`config.mk`:
```
export PLATFORM = sky130hd
export DESIGN_NAME = instr_prefetch_queue
export DESIGN_NICKNAME = d
export VERILOG_FILES = /design/src/rtl/instr_prefetch_queue.sv
export SDC_FILE = /design/constraint.sdc
export NUM_CORES = 1
export LEC_CHECK = 0
export ABC_AREA = 1
export BUFFER_PORTS_ARGS = -buffer_cell sky130_fd_sc_hd__buf_2
export CORE_UTILIZATION = 47
export DETAILED_ROUTE_END_ITERATION = 8
export PLACE_DENSITY = 0.77
export SETUP_SLACK_MARGIN = 0.5
export SYNTH_ARGS = -nofsm -noshare
export SYNTH_HDL_FRONTEND = slang
export SYNTH_SLANG_ARGS = --single-unit
```
`constraint.sdc`:
```
create_clock -name clk_i -period 5.6 [get_ports clk_i]
set_clock_uncertainty 0.2 [all_clocks]
set_input_delay 0.56 -clock clk_i [delete_from_list [all_inputs] [get_ports clk_i]]
set_output_delay 0.56 -clock clk_i [all_outputs]
set_load 0.02 [all_outputs]
```
`src/rtl/instr_prefetch_queue.sv`:
```
// Decoupled instruction fetcher: sequential req/ack word fetches buffered as {pc, instr} in a FIFO.
// Build option IPQ_BYPASS_EN forwards an ack straight to the head outputs when the queue is empty.
module instr_prefetch_queue #(
  parameter int unsigned DEPTH    = 4,
  parameter logic [31:0] RESET_PC = 32'h0000_0000
) (
  input  logic                       clk_i,
  input  logic                       rst_i,
  output logic                       mem_req_o,
  output logic [31:0]                mem_addr_o,
  input  logic                       mem_ack_i,
  input  logic [31:0]                mem_data_i,
  input  logic                       redirect_i,
  input  logic [31:0]                redirect_pc_i,
  input  logic                       deq_i,
  output logic                       valid_o,
  output logic [31:0]                pc_o,
  output logic [31:0]                pc_plus4_o,
  output logic [31:0]                instr_o,
  output logic [$clog2(DEPTH+1)-1:0] count_o
);
  // state   | meaning
  // IDLE    | no request outstanding (queue has no free slot)
  // WAIT    | request outstanding, returned word is queued
  // DISCARD | request outstanding, returned word is dropped (redirected)
  localparam int unsigned AW = $clog2(DEPTH);
  localparam int unsigned CW = $clog2(DEPTH + 1);
  localparam logic [CW-1:0] FULL = CW'(DEPTH);

  typedef enum logic [1:0] {IDLE, WAIT, DISCARD} state_t;

  state_t        r_state, w_state_next;
  logic [31:0]   r_fetch_pc, w_fetch_pc_next;
  logic [31:0]   r_addr;
  logic          r_req;
  logic          r_valid;
  logic [CW-1:0] r_count, w_count_next;
  logic [AW-1:0] r_rd_ptr, r_wr_ptr;
  logic [31:0]   r_pc_q    [DEPTH];
  logic [31:0]   r_instr_q [DEPTH];
  logic          w_ack, w_byp, w_push, w_pop, w_busy_next, w_issue;
  logic [31:0]   w_redirect_pc;

  assign w_redirect_pc = redirect_pc_i & ~32'd3;
  assign w_ack         = mem_ack_i && (r_state != IDLE);

`ifdef IPQ_BYPASS_EN
  assign w_byp = (r_state == WAIT) && mem_ack_i && !redirect_i && (r_count == '0);
`else
  assign w_byp = 1'b0;
`endif

  assign w_pop  = deq_i && (r_count != '0) && !redirect_i;
  assign w_push = (r_state == WAIT) && w_ack && !redirect_i && !(w_byp && deq_i);

  always_comb begin
    w_count_next = r_count + CW'(w_push) - CW'(w_pop);
    if (redirect_i) w_count_next = '0;
  end

  always_comb begin
    w_fetch_pc_next = r_fetch_pc;
    if (redirect_i) w_fetch_pc_next = w_redirect_pc;
    else if ((r_state == WAIT) && w_ack) w_fetch_pc_next = r_fetch_pc + 32'd4;
  end

  // A new request is considered on every edge that leaves nothing outstanding.
  assign w_busy_next = (r_state != IDLE) && !w_ack;
  assign w_issue     = !w_busy_next && (w_count_next < FULL);

  always_comb begin
    w_state_next = r_state;
    if (w_busy_next) begin
      if (redirect_i) w_state_next = DISCARD;
    end else begin
      w_state_next = w_issue ? WAIT : IDLE;
    end
  end

  always_ff @(posedge clk_i) begin
    if (rst_i) begin
      r_state    <= IDLE;
      r_fetch_pc <= RESET_PC;
      r_addr     <= RESET_PC;
      r_req      <= 1'b0;
      r_count    <= '0;
      r_valid    <= 1'b0;
      r_rd_ptr   <= '0;
      r_wr_ptr   <= '0;
    end else begin
      r_state    <= w_state_next;
      r_fetch_pc <= w_fetch_pc_next;
      r_req      <= w_busy_next || w_issue;
      if (w_issue) r_addr <= w_fetch_pc_next;
      r_count    <= w_count_next;
      r_valid    <= (w_count_next != '0);
      if (redirect_i) begin
        r_rd_ptr <= '0;
        r_wr_ptr <= '0;
      end else begin
        if (w_push) r_wr_ptr <= r_wr_ptr + 1'b1;
        if (w_pop)  r_rd_ptr <= r_rd_ptr + 1'b1;
      end
    end
  end

  always_ff @(posedge clk_i) begin
    if (w_push) begin
      r_pc_q[r_wr_ptr]    <= r_addr;
      r_instr_q[r_wr_ptr] <= mem_data_i;
    end
  end

  always_comb begin
    valid_o = r_valid;
    pc_o    = '0;
    instr_o = '0;
    if (r_valid) begin
      pc_o    = r_pc_q[r_rd_ptr];
      instr_o = r_instr_q[r_rd_ptr];
    end
`ifdef IPQ_BYPASS_EN
    else if (w_byp) begin
      valid_o = 1'b1;
      pc_o    = r_addr;
      instr_o = mem_data_i;
    end
`endif
  end

  assign pc_plus4_o = pc_o + 32'd4;
  assign mem_req_o  = r_req;
  assign mem_addr_o = r_addr;
  assign count_o    = r_count;

endmodule

```
==> impl.org, run 1 <==
** STA
- Final Setup Violations :: 0
- Maximum clock frequency :: 215.0 MHz
- Setup repair after global routing missed its margin :: no
- For the final routed database, the setup TNS stands at 0 ns.
- At the pin with the least slew margin, the transition time is 1.092 ns.
- Headroom to the max-slew limit came out at 27.01%.
- Period utilisation layout :: 83.06%
- Total count of max-transition violations in the final report :: 0
- The number of hold violations in the final report was 0.
- Counting I/O delays and the setup requirement, the final critical path takes 4.651 ns.
- Crit path setup slack, layout :: 0.9488 ns

** Setup path
- Setup slack on the worst flop-to-flop path :: 1.70 ns
- Counting cells, the worst reg-to-reg path comes to 14.
- Worst R2R Start :: r_state[1]
- The number of buffers and inverters on the critical path is 4.
- Largest fanout of any net on the critical path :: 99
- Worst Path Arrival :: 3.89 ns
- For the worst setup path, the data required time is 4.84 ns.
- The critical path crosses 15 cells after its start point.
- Critical Path, Cell by Cell :: clkinv_2 > buf_6 > nand2_1 > nand3_1 > nand3_1 > inv_1 > ha_1 > nand2_1 > nor2_1 > nand2_1 > nor2_2 > nand3_1 > nand2_1 > nand2_1 > buf_2
- STA classifies the critical path endpoint as an output port.
- The critical path is of the reg2out type.
- Among all stages on the critical path, the largest delay is contributed by dfxtp_4.
- Peak per-stage delay on the critical path :: 0.60 ns
- CP dominant cell by count :: nand2_1
- STA classifies the critical path startpoint as a register.
- Kind of cell adding the most delay to the critical path :: simple AND/OR/NAND/NOR gates

** Die
- In this run the horizontal extent of the chip is 180.2 um.
- Floorplan die area :: 32450 sq um
- Height of the die :: 180.2 um
- Starting Density :: 48.26%
- Num rows :: 64
- After floorplanning, the core was sized to cover 30910 sq um.
- I/O pin total :: 202

** Route
- Wires add up to 37580 um.
- Residual DRC :: 0
- In the final routed layout, each cell accounts on average for 16.91 um.
- For this block, the initial DRC count from the detailed router was 946.
- After detailed routing, the number of vias per cell comes to 5.223.
- The first TritonRoute pass finished after 5 iterations.
- Vias :: 11611
- Post-detailed-route count of antenna-violating nets :: 0

** Power and ir drop
- Total design power :: 0.005471 W
- For this design the static power due to leakage is 7.163 nW.
- Power density over the cells :: 314.3 nW/um^2
- Maximum vdd ir drop :: 0.2214 mV

** Synth
- Number of warnings reported in the yosys synthesis log :: 0
- Dominant combinational cell family by area after synthesis :: simple AND/OR/NAND/NOR gates
- After synthesis, the largest area contributor takes up 51.53% of total cell area.
- Largest cells by area after synthesis :: edfxtp_1, nand2_1, dfxtp_1, nor2_1, nand3_1
- A synthesized cell averages 9.225 sq um.
- Post-synthesis cell area :: 14920 sq um
- Post-Synthesis Cells :: 1617
- Post-Synth Adder-Cell Area :: 0.8052%
- Share of async-settable or async-resettable flops after synthesis :: 0%
- Most frequent cell after synthesis :: nand2_1
- Most area-hungry cell type in the Yosys netlist :: edfxtp_1
- Post-synthesis xor/xnor area fraction :: 1.292%
- Synth cell types :: 36
- After synthesis, the share of cell area in mux cells is 0.1342%.
- The synthesized netlist devotes 25.08% of its cell area to simple gates.
- Among all flip-flop cells after synthesis, the most frequent one is edfxtp_1.
- Synth top cells by count :: nand2_1, nor2_1, edfxtp_1
- In this run, synthesis produced a sequential element count of 333.
- The share of the Yosys chip area taken by registers is 61.87%.
- In this run, synthesis inferred 256 flip-flops with an integrated enable.
- The number of nets handed over by synthesis was 1695.
- Synthesized-area fraction occupied by ao, oa, aoi and oai cells :: 5.746%

** Global route
- Busiest metal layer after global routing :: met2
- For met3 alone, demand over resource in global routing was 3.739%.
- Gr usage total :: 23.02%
- The initial antenna violation count was 1.
- The number of global-route vias before repair is 11098.
- Global routing used 30.98% of the available met1 tracks.
- Entering global routing, the biggest net connects 100 pins.
- After global routing the overflow that remains totals 0.
- Global routing used 38.30% of the available met2 tracks.
- Wire length of the first global-routing pass :: 58710 um

** Min path
- Counting instances, the worst hold path has a depth of 1.
- The worst hold path belongs to the class in2reg.
- Hold path startpoint :: mem_data_i[21]

** Layout
- Total number of nets in the final design :: 1876
- Of the cells placed in the final design, the portion with a size suffix greater than 1 is 17.52%.
- Area Growth Syn to Fin :: 16.69%
- Cells fill 56.31% of the core in the end.

** Clock tree
- Clock sink count :: 333
- The tree is rooted in a clkbuf_16.
- The later pin in the worst-skew pair is clocked with a latency of 0.51 ns.
- Maximum buffer depth of the clock tree :: 3
- The H-tree generated during clock tree synthesis spans 2 levels.
- Clock slew at the register clock pins of the worst setup and hold paths :: 0.06 ns
- TritonCTS clock tree :: done
- In this run, post-CTS hold repair placed 0 buffers.
- In this run, CTS created clock tree buffers numbering 36.

** Flow run
- Across the run, the number of max-cap violations was 0.

** Placed design
- Prior to clock tree synthesis, the placed netlist has a worst setup slack of 1.269 ns.
- The count of buffers added on input and output ports is 199.
- The wire-length estimate of the detail-placed layout is 24470 um.
- At the end of routability-driven placement, the weighted congestion stood at 0.9257.

** Run status
- Result of the run :: finished, final reports clean
-- stage by stage --
stage / cell area [sq um] / instances / hold WS [ns]
after floorplan: 14920 / 1617 / 0.2161
after global placement: 16210 / 2156 / 0.2241
after detailed placement: 16210 / 2156 / 0.2316
after CTS: 17400 / 2222 / 0.03124
after global routing: 17410 / 2223 / 0.03520
final: 17410 / 2223 / 0.05441
-- repair_timing --
action	in CTS	in global routing
setup endpoints to repair	0	9
gates resized for setup	0	1
buffers inserted	0	0
-- placed cells by master (no fill, tap or decap), drive strengths merged, types with 3 or more instances in the layout --
master,instances
clkbuf,45
or2,8
a21oi,54
nor2,292
nor3,6
xnor2,5
and2,3
xor2,17
o22ai,3
buf,213
ha,8
inv,112
clkinv,13
o21ai,106
nand3,134
nand4,19
dfxtp,77
nand2,438
bufinv,4
edfxtp,256
-- per-layer routing --
layer / vias to the layer above / part of all wire, %
li1: 5710 / -
met1: 5416 / 44
met2: 425 / 47
met3: 60 / 6.7
met4: 0 / 2.4
met5: - / 0
-- registers in the layout, summed over array words and instances (netlist names), named ones only --
signal,cells
r_instr_q,128
r_pc_q,128
mem_addr_o,32
r_fetch_pc,32
count_o,3
r_rd_ptr,2
r_state,2
r_wr_ptr,2
mem_req_o,1
valid_o,1
-- power breakdown --
group          switching (W)  total (W)  internal [W]
registers          0.0000627    0.00279       0.00272
logic               0.000226   0.000323     0.0000974
clock network       0.000953    0.00236       0.00141
-- final cells by class --
class | count | area, sq um
fill | 2633 | 13500
sequential | 333 | 9234
multi-input combinational | 1104 | 4961
timing repair buffer | 213 | 1105
clock buffer | 45 | 948.4
tap | 396 | 495.5
inverter | 110 | 414.1
clock inverter | 21 | 246.5
antenna | 1 | 2.502
-- path summary, 6_finish.rpt --
check,endpoint
setup reg to reg,mem_addr_o[1]
hold reg to reg,r_fetch_pc[0]
setup / recovery,pc_plus4_o[22]
hold / removal,r_instr_q[0][21]
-- kinds of logic (layout without fill, tap and decap cells) --
family / Yosys count / count (layout)
and+or+nand+nor: 903 / 903
DFF: 333 / 333
buffers and inverters: 180 / 389
AOI/OAI and AO/OA: 168 / 168
xor gates and xnor gates: 22 / 22
adders and majority gates: 9 / 9
muxes: 2 / 2
other: 0 / 1
Note: power is estimated with default switching activity, not from simulation.
==> inputs of run 2 (changes only) <==
Settings changed: ABC_AREA 1 to 0, PLACE_DENSITY 0.77 to 0.8.
Clock period 5.6 ns to 4.09 ns, I/O delays scaled along.
==> impl.org, run 2 <==
** Run status
- Result of the run: finished, final reports clean (unchanged).

** Setup path
- Cells on worst reg2reg path :: 13 (was 14)
- Critical Path, Cell by Cell: mux4_2 > and2_4 > ha_4 > nand2_4 > o22ai_4 > nand4_1 > buf_4 > nor4_4 > buf_6 > buf_4 > nand3_4 > xnor2_2 > buf_4 (was clkinv_2 > buf_6 > nand2_1 > nand3_1 > nand3_1 > inv_1 > ha_1 > nand2_1 > nor2_1 > nand2_1 > nor2_2 > nand3_1 > nand2_1 > nand2_1 > buf_2).
- The delay of the slowest critical-path stage is 0.38 ns (was 0.60 ns).
- The highest fanout seen on the critical path came to 6 (was 99).
- CP dominant cell by count :: buf_4 (was nand2_1)
- The cell with the biggest individual delay on the critical path was dfxtp_4 (unchanged).
- Type of destination of the critical path :: output port (unchanged)
- The signal arrival time at the worst endpoint was 3.08 ns (was 3.89 ns).
- The gate family responsible for the most delay along the worst path is buffers and inverters (was simple AND/OR/NAND/NOR gates).
- The endpoint of the worst register-to-register path is mem_addr_o[7] (was mem_addr_o[1]).
- The required time of the critical path came to 3.48 ns (was 4.84 ns).
- Category of the critical setup timing path :: reg2out (unchanged)
- The worst path buffer plus inverter count was 4 (unchanged).
- The worst flop-to-flop path startpoint was count_o[1] (was r_state[1]).
- The startpoint class of the critical path is a register (unchanged).
- The slack of the worst reg-to-reg path was 0.79 ns (was 1.70 ns).

** Min path
- The path type of the worst min-delay path is in2reg (unchanged).
- The launch instance of the worst min-delay path is redirect_pc_i[14] (was mem_data_i[21]).
- Capture endpoint of the worst hold path :: r_fetch_pc[14] (was r_instr_q[0][21])
- The cell count of the worst hold path came to 3 (was 1).

** Layout
- The final antenna diode count is 0 (was 1).
- The most common cell after layout, fill and taps aside is edfxtp_1 (was nand2_1).
- The register area came to 9240 sq um (was 9234 sq um).
- The final layout net count is 1268 (was 1876).
- Filler cell count :: 2110 (was 2633)
- Share of cells above drive strength 1 :: 32.84% (was 17.52%)
- The final standard cell area without fillers is 17430 sq um (was 17410 sq um).
- Multi-input gate area :: 4474 sq um (was 4961 sq um)
- Largest registers ranked by flip-flop count :: r_instr_q: 128 flops, r_pc_q: 128 flops (unchanged)
- Most frequent cells in the layout :: edfxtp_1, buf_2, dfxtp_1, and2_1, mux4_2 (was nand2_1, nor2_1, edfxtp_1, buf_2, nand3_1)
- Area Growth Syn to Fin :: 26.07% (was 16.69%)

** Flow run
- The reported max-cap violation count came to 0 (unchanged).

** Route
- Routed wire per std cell :: 20.88 um (was 16.91 um)
- The number of nets with antenna violations after routing came to 0 (unchanged).
- The total vias in the final route is 8792 (was 11611).
- Starting DRC count in detailed routing :: 716 (was 946)
- The mean number of vias per cell was 5.509 (was 5.223).
- The post-route DRC violation count came to 0 (unchanged).
- The first-pass iteration count of the detailed router is 5 (unchanged).
- The total wire length after detailed routing came to 33330 um (was 37580 um).

** STA
- Final min period :: 3.692 ns
- The final count of negative-setup-slack endpoints was 0 (unchanged).
- The count of final max-slew check failures was 0 (unchanged).
- The number of hold violations in the final report is 0 (unchanged).
- The relative max-transition margin is 32.26% (was 27.01%).
- Crit path setup slack, layout :: 0.3982 ns (was 0.9488 ns)
- The setup total negative slack is 0 ns (unchanged).
- The transition time of the tightest slew-check pin came to 1.016 ns (was 1.092 ns).
- Setup repair after global routing missed its margin: yes (was no).
- Period utilisation layout :: 90.26%
- Maximum clock frequency :: 270.9 MHz

** Synth
- The cell type with the highest aggregate area in the netlist is edfxtp_1 (unchanged).
- Synth top cells by count :: edfxtp_1, dfxtp_1, and2_1 (was nand2_1, nor2_1, edfxtp_1)
- Largest cells by area after synthesis: edfxtp_1, dfxtp_1, mux4_2, and2_1, xnor2_1 (was edfxtp_1, nand2_1, dfxtp_1, nor2_1, nand3_1).
- Most instantiated flip-flop cell in the synthesis netlist :: edfxtp_1 (unchanged)
- The share of synthesized area occupied by flip-flops and latches is 66.76% (was 61.87%).
- The simple-gate share of the synthesized area is 11.62% (was 25.08%).
- Number of synthesized register bits :: 333 (unchanged)
- The async set-reset flop share out of synthesis is 0% (unchanged).
- The number of flops mapped to enable cells by yosys came to 256 (unchanged).
- Mean area per synthesized cell :: 15.36 sq um (was 9.225 sq um)
- Synthesized Nets :: 978 (was 1695)
- The cell count after synthesis was 900 (was 1617).
- Post-Synth Adder-Cell Area :: 0.8689% (was 0.8052%)
- Most frequent cell after synthesis :: edfxtp_1 (was nand2_1)
- Synthesized-area fraction occupied by ao, oa, aoi and oai cells :: 3.268% (was 5.746%)
- The main combinational cell family by area after synthesis is simple AND/OR/NAND/NOR gates (unchanged).
- Mux share of post-synthesis cell area :: 11.60% (was 0.1342%)
- Post-synthesis xor/xnor area fraction :: 3.793% (was 1.292%)
- The top cell type's share of synthesized area was 55.61% (was 51.53%).
- Number of warnings reported in the yosys synthesis log :: 0 (unchanged)
- Synth cell types :: 54 (was 36)
- Post-synthesis cell area :: 13820 sq um (was 14920 sq um)

** Global route
- The wire length of the first global-routing pass is 49890 um (was 58710 um).
- Gr usage total :: 21.75% (was 23.02%)
- The initial antenna violation count came to 0 (was 1).
- Largest net degree at the start of global routing :: 67 (was 100)
- Number of global-route vias before repair :: 8710 (was 11098)
- Global-route congestion overflow total :: 0 (unchanged)

** Power and ir drop
- Maximum vdd ir drop :: 0.3126 mV (was 0.2214 mV)
- Pleak :: 6.559 nW (was 7.163 nW)
- The power density over cell area came to 422.1 nW/um^2 (was 314.3 nW/um^2).

** Clock tree
- Clock slew at the register clock pins of the worst setup and hold paths :: 0.06 ns (about the same)
- Total clock buffers created by CTS :: 35 (was 36)
- Number of levels in the clock H-tree :: 2 (unchanged)
- The TritonCTS clock tree was done (unchanged).
- Clock latency of the later-clocked register in the worst-skew pair :: 0.51 ns (about the same)
- Maximum buffer depth of the clock tree :: 3 (unchanged)
- The clock root buffer is clkbuf_16 (unchanged).
- The TritonCTS sink count was 333 (unchanged).

** Die
- The die span in y is 173.5 um (was 180.2 um).
- Num rows :: 62 (was 64)
- Starting Density :: 48.03% (was 48.26%)
- The die width came to 173.5 um (was 180.2 um).
- The area enclosed by the die boundary is 30100 sq um (was 32450 sq um).
- I/O pin total :: 202 (unchanged)
- Standard cell core area :: 28780 sq um (was 30910 sq um)

** Placed design
- Worst slack, placed :: 0.2984 ns (was 1.269 ns)
- DP HPWL :: 20410 um (was 24470 um)
- The total placed instance area is 15240 sq um (was 16210 sq um).
- The number of buffers added on ports is 199 (unchanged).
- The final weighted congestion in routability-driven placement is 0.8615 (was 0.9257).
run 2: cell count changes in the layout (fill, tap and decap cells not counted), sizes merged, moves of 13 or more:
cell	before	now
xnor2	5	45
mux4	0	61
nand3	134	40
nor2b	0	13
buf	213	246
nor3	6	24
a21oi	54	16
nor2	292	44
and2	3	77
o21ai	106	15
inv	112	21
mux2i	2	20
nand2	438	34
dlygate4sd3	0	52
run 2: worst max-delay path by stage:
stage	slack, ns	to	depth (start not counted)	startpoint
2_1_floorplan	0.51	pc_plus4_o[22]	10	valid_o
3_3_place_gp	0.37	pc_plus4_o[26]	10	register
3_5_place_dp	0.30	pc_plus4_o[26]	10	register
4_1_cts	0.38	pc_plus4_o[26]	12	register
5_1_grt	0.28	pc_plus4_o[22]	13	register
6_report	0.40	pc_plus4_o[22]	13	register
run 2: per-layer routing:
layer  wire length, um  track usage (%)  share of wire (%)
met2             16290            36.43                 49
met3              2138            3.202                6.4
met4               436            5.531                1.3
met1             14470            29.91                 43
met5                 0                0                  0
run 2: power by group:
group	internal [W]	switching [W]
Sequential	0.00372	0.0000791
Clock	0.00182	0.00127
Combinational	0.000193	0.000268
Total	0.00574	0.00162
run 2: per-stage QoR:
stage	hold WS, ns	instances	power, W	utilization [%]
after floorplan	0.2289	900	0.004089	-
after global placement	0.2465	1453	0.004262	52.94
after detailed placement	0.2497	1453	0.004277	52.94
after CTS	0.00001482	1582	0.007384	59.55
after global routing	0.04250	1596	0.007557	60.55
final	0.01427	1596	0.007356	60.55
run 2: cell families (layout without fill, tap and decap cells):
logic type,Yosys count,after routing
AOI/OAI and AO/OA,66,66
buffers and inverters,64,376
DFF,333,333
xor gates and xnor gates,59,59
muxes,81,81
adders and majority gates,9,9
and+or+nand+nor,288,288
run 2: repair_timing:
| item | in CTS | in global routing |
|---|---|---|
| hold buffers | 52 | 0 |
| endpoints found under the setup margin | 23 | 36 |
| endpoints found under the hold margin | 147 | 0 |
| buffers inserted | 17 | 12 |
| gates cloned | 1 | 2 |
| pin swaps | 15 | 13 |
| gates resized for setup | 31 | 34 |
run 2: tightest hold or removal path, delay by kind of cell:
family / cells / cell delay [ns]
buffers and inverters: 1 / 0.09
and+or+nand+nor: 2 / 0.17
run 2: layout make-up:
| type | count | share of cell area (%) |
|---|---|---|
| clock buffer | 38 | 5.090 |
| clock inverter | 21 | 1.242 |
| inverter | 16 | 0.3446 |
| multi-input combinational | 503 | 25.67 |
| sequential | 333 | 53.02 |
| tap | 384 | 2.757 |
| timing repair buffer | 301 | 11.87 |
==> inputs of run 3 (changes only) <==
Settings changed: CAP_MARGIN set to 20, CORE_UTILIZATION 47 to 52, PLACE_DENSITY 0.8 to 0.87.
==> impl.org, run 3 (synthesized netlist as in run 2, its figures left out) <==
** Placed design
- Routability congestion estimate from global placement :: 0.8137 (was 0.8615)
- Port bufs :: 199 (unchanged)
- The total half-perimeter wirelength after legalization and detailed placement was 20530 um (was 20410 um).

** Clock tree
- The level count of the clock H-tree came to 2 (unchanged).
- Clock sink count :: 333 (unchanged)
- Total clock buffers created by CTS :: 35 (unchanged)
- Clock slew at the register clock pins of the worst setup and hold paths :: 0.06 ns (about the same)
- TritonCTS clock tree :: done (unchanged)
- The clock latency reported for the late side of the worst-skew pair was 0.50 ns (was 0.51 ns).
- Buffer type at the clock tree root :: clkbuf_16 (unchanged)
- The maximum buffer depth of the clock tree was 3 (unchanged).

** Route
- Highest metal layer with signal wires :: met4 (unchanged)
- The total vias in the final route is 8871 (was 8792).
- The post-route DRC violation count was 0 (unchanged).
- Post-detailed-route count of antenna-violating nets :: 0 (unchanged)
- Detailed route wirelength on metal3 :: 2809 um (was 2138 um)
- The routed length on met1 was 13310 um (was 14470 um).
- The first-pass iteration count of the detailed router is 5 (unchanged).
- The first-iteration detailed-routing DRC count was 797 (was 716).
- Routed wire per std cell :: 21.99 um (was 20.88 um)
- The amount of wire on met2 after detailed routing is 17010 um (was 16290 um).
- WL final :: 34000 um (was 33330 um)
- The mean number of vias per cell came to 5.738 (was 5.509).

** Die
- The die width was 165.0 um (was 173.5 um).
- The boundary pin count is 202 (unchanged).
- The area enclosed by the die boundary came to 27240 sq um (was 30100 sq um).
- Starting Density :: 53.05% (was 48.03%)
- The die span in y is 165.0 um (was 173.5 um).
- The area of the placeable core is 26060 sq um (was 28780 sq um).
- Num rows :: 59 (was 62)

** Setup path
- Worst Setup Start Kind :: register (unchanged)
- Critical Path, Cell by Cell :: buf_12 > buf_16 > mux4_2 > nand4_1 > buf_4 > nor3b_2 > buf_4 > nand3_4 > or4_4 > xnor2_2 > buf_4 (was mux4_2 > and2_4 > ha_4 > nand2_4 > o22ai_4 > nand4_1 > buf_4 > nor4_4 > buf_6 > buf_4 > nand3_4 > xnor2_2 > buf_4)
- Worst Path Arrival :: 3.17 ns (was 3.08 ns)
- The highest fanout seen on the critical path is 6 (unchanged).
- The nature of the critical path endpoint is an output port (unchanged).
- The delay of the slowest critical-path stage came to 0.43 ns (was 0.38 ns).
- Worst-path cell with the longest stage delay :: or4_4 (was dfxtp_4)
- The path type of the worst setup path is reg2out (unchanged).
- CP dominant cell by count :: buf_4 (unchanged)
- Worst Path Required :: 3.48 ns (about the same)

** Power and ir drop
- Pleak :: 6.562 nW (was 6.559 nW)
- Maximum vdd ir drop :: 0.4164 mV (was 0.3126 mV)
- The power density over cell area is 418.4 nW/um^2 (was 422.1 nW/um^2).

** Layout
- The fraction of layout instances using a drive strength above 1 was 33.53% (was 32.84%).
- The most common cell after layout, fill and taps aside was edfxtp_1 (unchanged).
- Largest registers ranked by flip-flop count :: r_instr_q: 128 flops, r_pc_q: 128 flops (unchanged)
- The final antenna diode count was 0 (unchanged).
- The area added between synthesis and finish came to 26.00% (was 26.07%).
- The utilization of the core after routing was 66.84% (was 60.55%).
- Most frequent cells in the layout: edfxtp_1, buf_2, dfxtp_1, and2_1, mux4_2 (unchanged).
- The final layout net count came to 1266 (was 1268).

** Global route
- The global-route usage over all layers is 24.88% (was 21.75%).
- Initial antenna violation count :: 0 (unchanged)
- The largest net degree at the start of global routing came to 68 (was 67).
- Global-route congestion overflow total :: 0 (unchanged)
- Number of global-route vias before repair :: 8853 (was 8710)
- The wire length of the first global-routing pass is 49700 um (was 49890 um).

** STA
- The number of hold violations in the final report was 0 (unchanged).
- Final Setup Violations :: 0 (unchanged)
- The transition time of the tightest slew-check pin came to 0.9967 ns (was 1.016 ns).
- The final critical-path required period came to 3.778 ns (was 3.692 ns).
- Maximum clock frequency :: 264.7 MHz (was 270.9 MHz)
- The setup total negative slack came to 0 ns (unchanged).
- Total count of max-transition violations in the final report :: 0 (unchanged)
- Period utilisation layout :: 92.37% (was 90.26%)
- Setup repair after global routing missed its margin: yes (unchanged).
- The relative max-transition margin was 33.55% (was 32.26%).

** Min path
- Worst hold-check path type :: in2reg (unchanged)

** Flow run
- Maximum Capacitance Violations :: 0 (unchanged)

** Run status
- Result of the run: finished, final reports clean (unchanged).
[run 3: cell types whose count changed in the layout (fill, tap and decap cells not counted), sizes merged]
cell,before,now
clkbuf,40,45
bufinv,4,1
inv,21,18
bufbuf,1,3
buf,246,245
clkinv,10,11
clkinvlp,2,1
dlygate4sd3,52,51
[run 3: final timing paths]
path	from	end	slack, ns	cells after the start
worst max-delay path	register	pc_plus4_o[27]	0.31	11
worst min-delay path	redirect_pc_i[31]	r_fetch_pc[31]	0.01	3
worst max register to register	count_o[1]	mem_addr_o[31]	0.69	12
worst min register to register	r_fetch_pc[0]	r_fetch_pc[0]	0.26	1
[run 3: metrics by stage]
step,total power [W],hold slack [ns],instance area [sq um],cells,worst slack (ns)
after floorplan,0.004089,0.2289,13830,900,0.5084
after global placement,0.004252,0.2435,15180,1403,0.3682
after detailed placement,0.004270,0.2526,15180,1403,0.3075
after CTS,0.007310,0.001536,17260,1540,0.3236
after global routing,0.007496,0.03158,17420,1546,0.2398
final,0.007288,0.01233,17420,1546,0.3119
[run 3: worst max-delay path, delay by kind of cell, from the launching register on]
kind	cells	cell delay, ns
xor gates and xnor gates	1	0.19
buffers and inverters	5	0.85
DFF	1	0.36
muxes	1	0.36
and+or+nand+nor	4	0.89
[run 3: where the power goes]
| group | switching (W) | leakage [nW] | internal [W] |
|---|---|---|---|
| Clock | 0.00127 | 0.539 | 0.00176 |
| Combinational | 0.000272 | 3.05 | 0.000194 |
| Sequential | 0.0000764 | 2.98 | 0.00372 |
[run 3: timing repair]
item	in CTS	in global routing
hold buffers	51	0
gates cloned	3	0
endpoints found under the hold margin	147	0
gates resized for setup	55	28
pin swaps	20	20
endpoints found under the setup margin	26	34
setup buffers	23	6
[run 3: final cells by class]
cell class              count  area (sq um)
flip-flops and latches    333          9238
fillers                  1707          8642
multi-input cells         503          4513
repair buffers            299          2095
clock buffers              45         975.9
well taps                 335         419.2
clock inverters            15         116.4
inverters                  16         60.06
[run 3: per-layer routing]
layer	up-vias	GRT usage, %
li1	3993	-
met1	4409	31.22
met2	408	43.04
met3	61	4.797
met4	0	8.424
met5	-	0
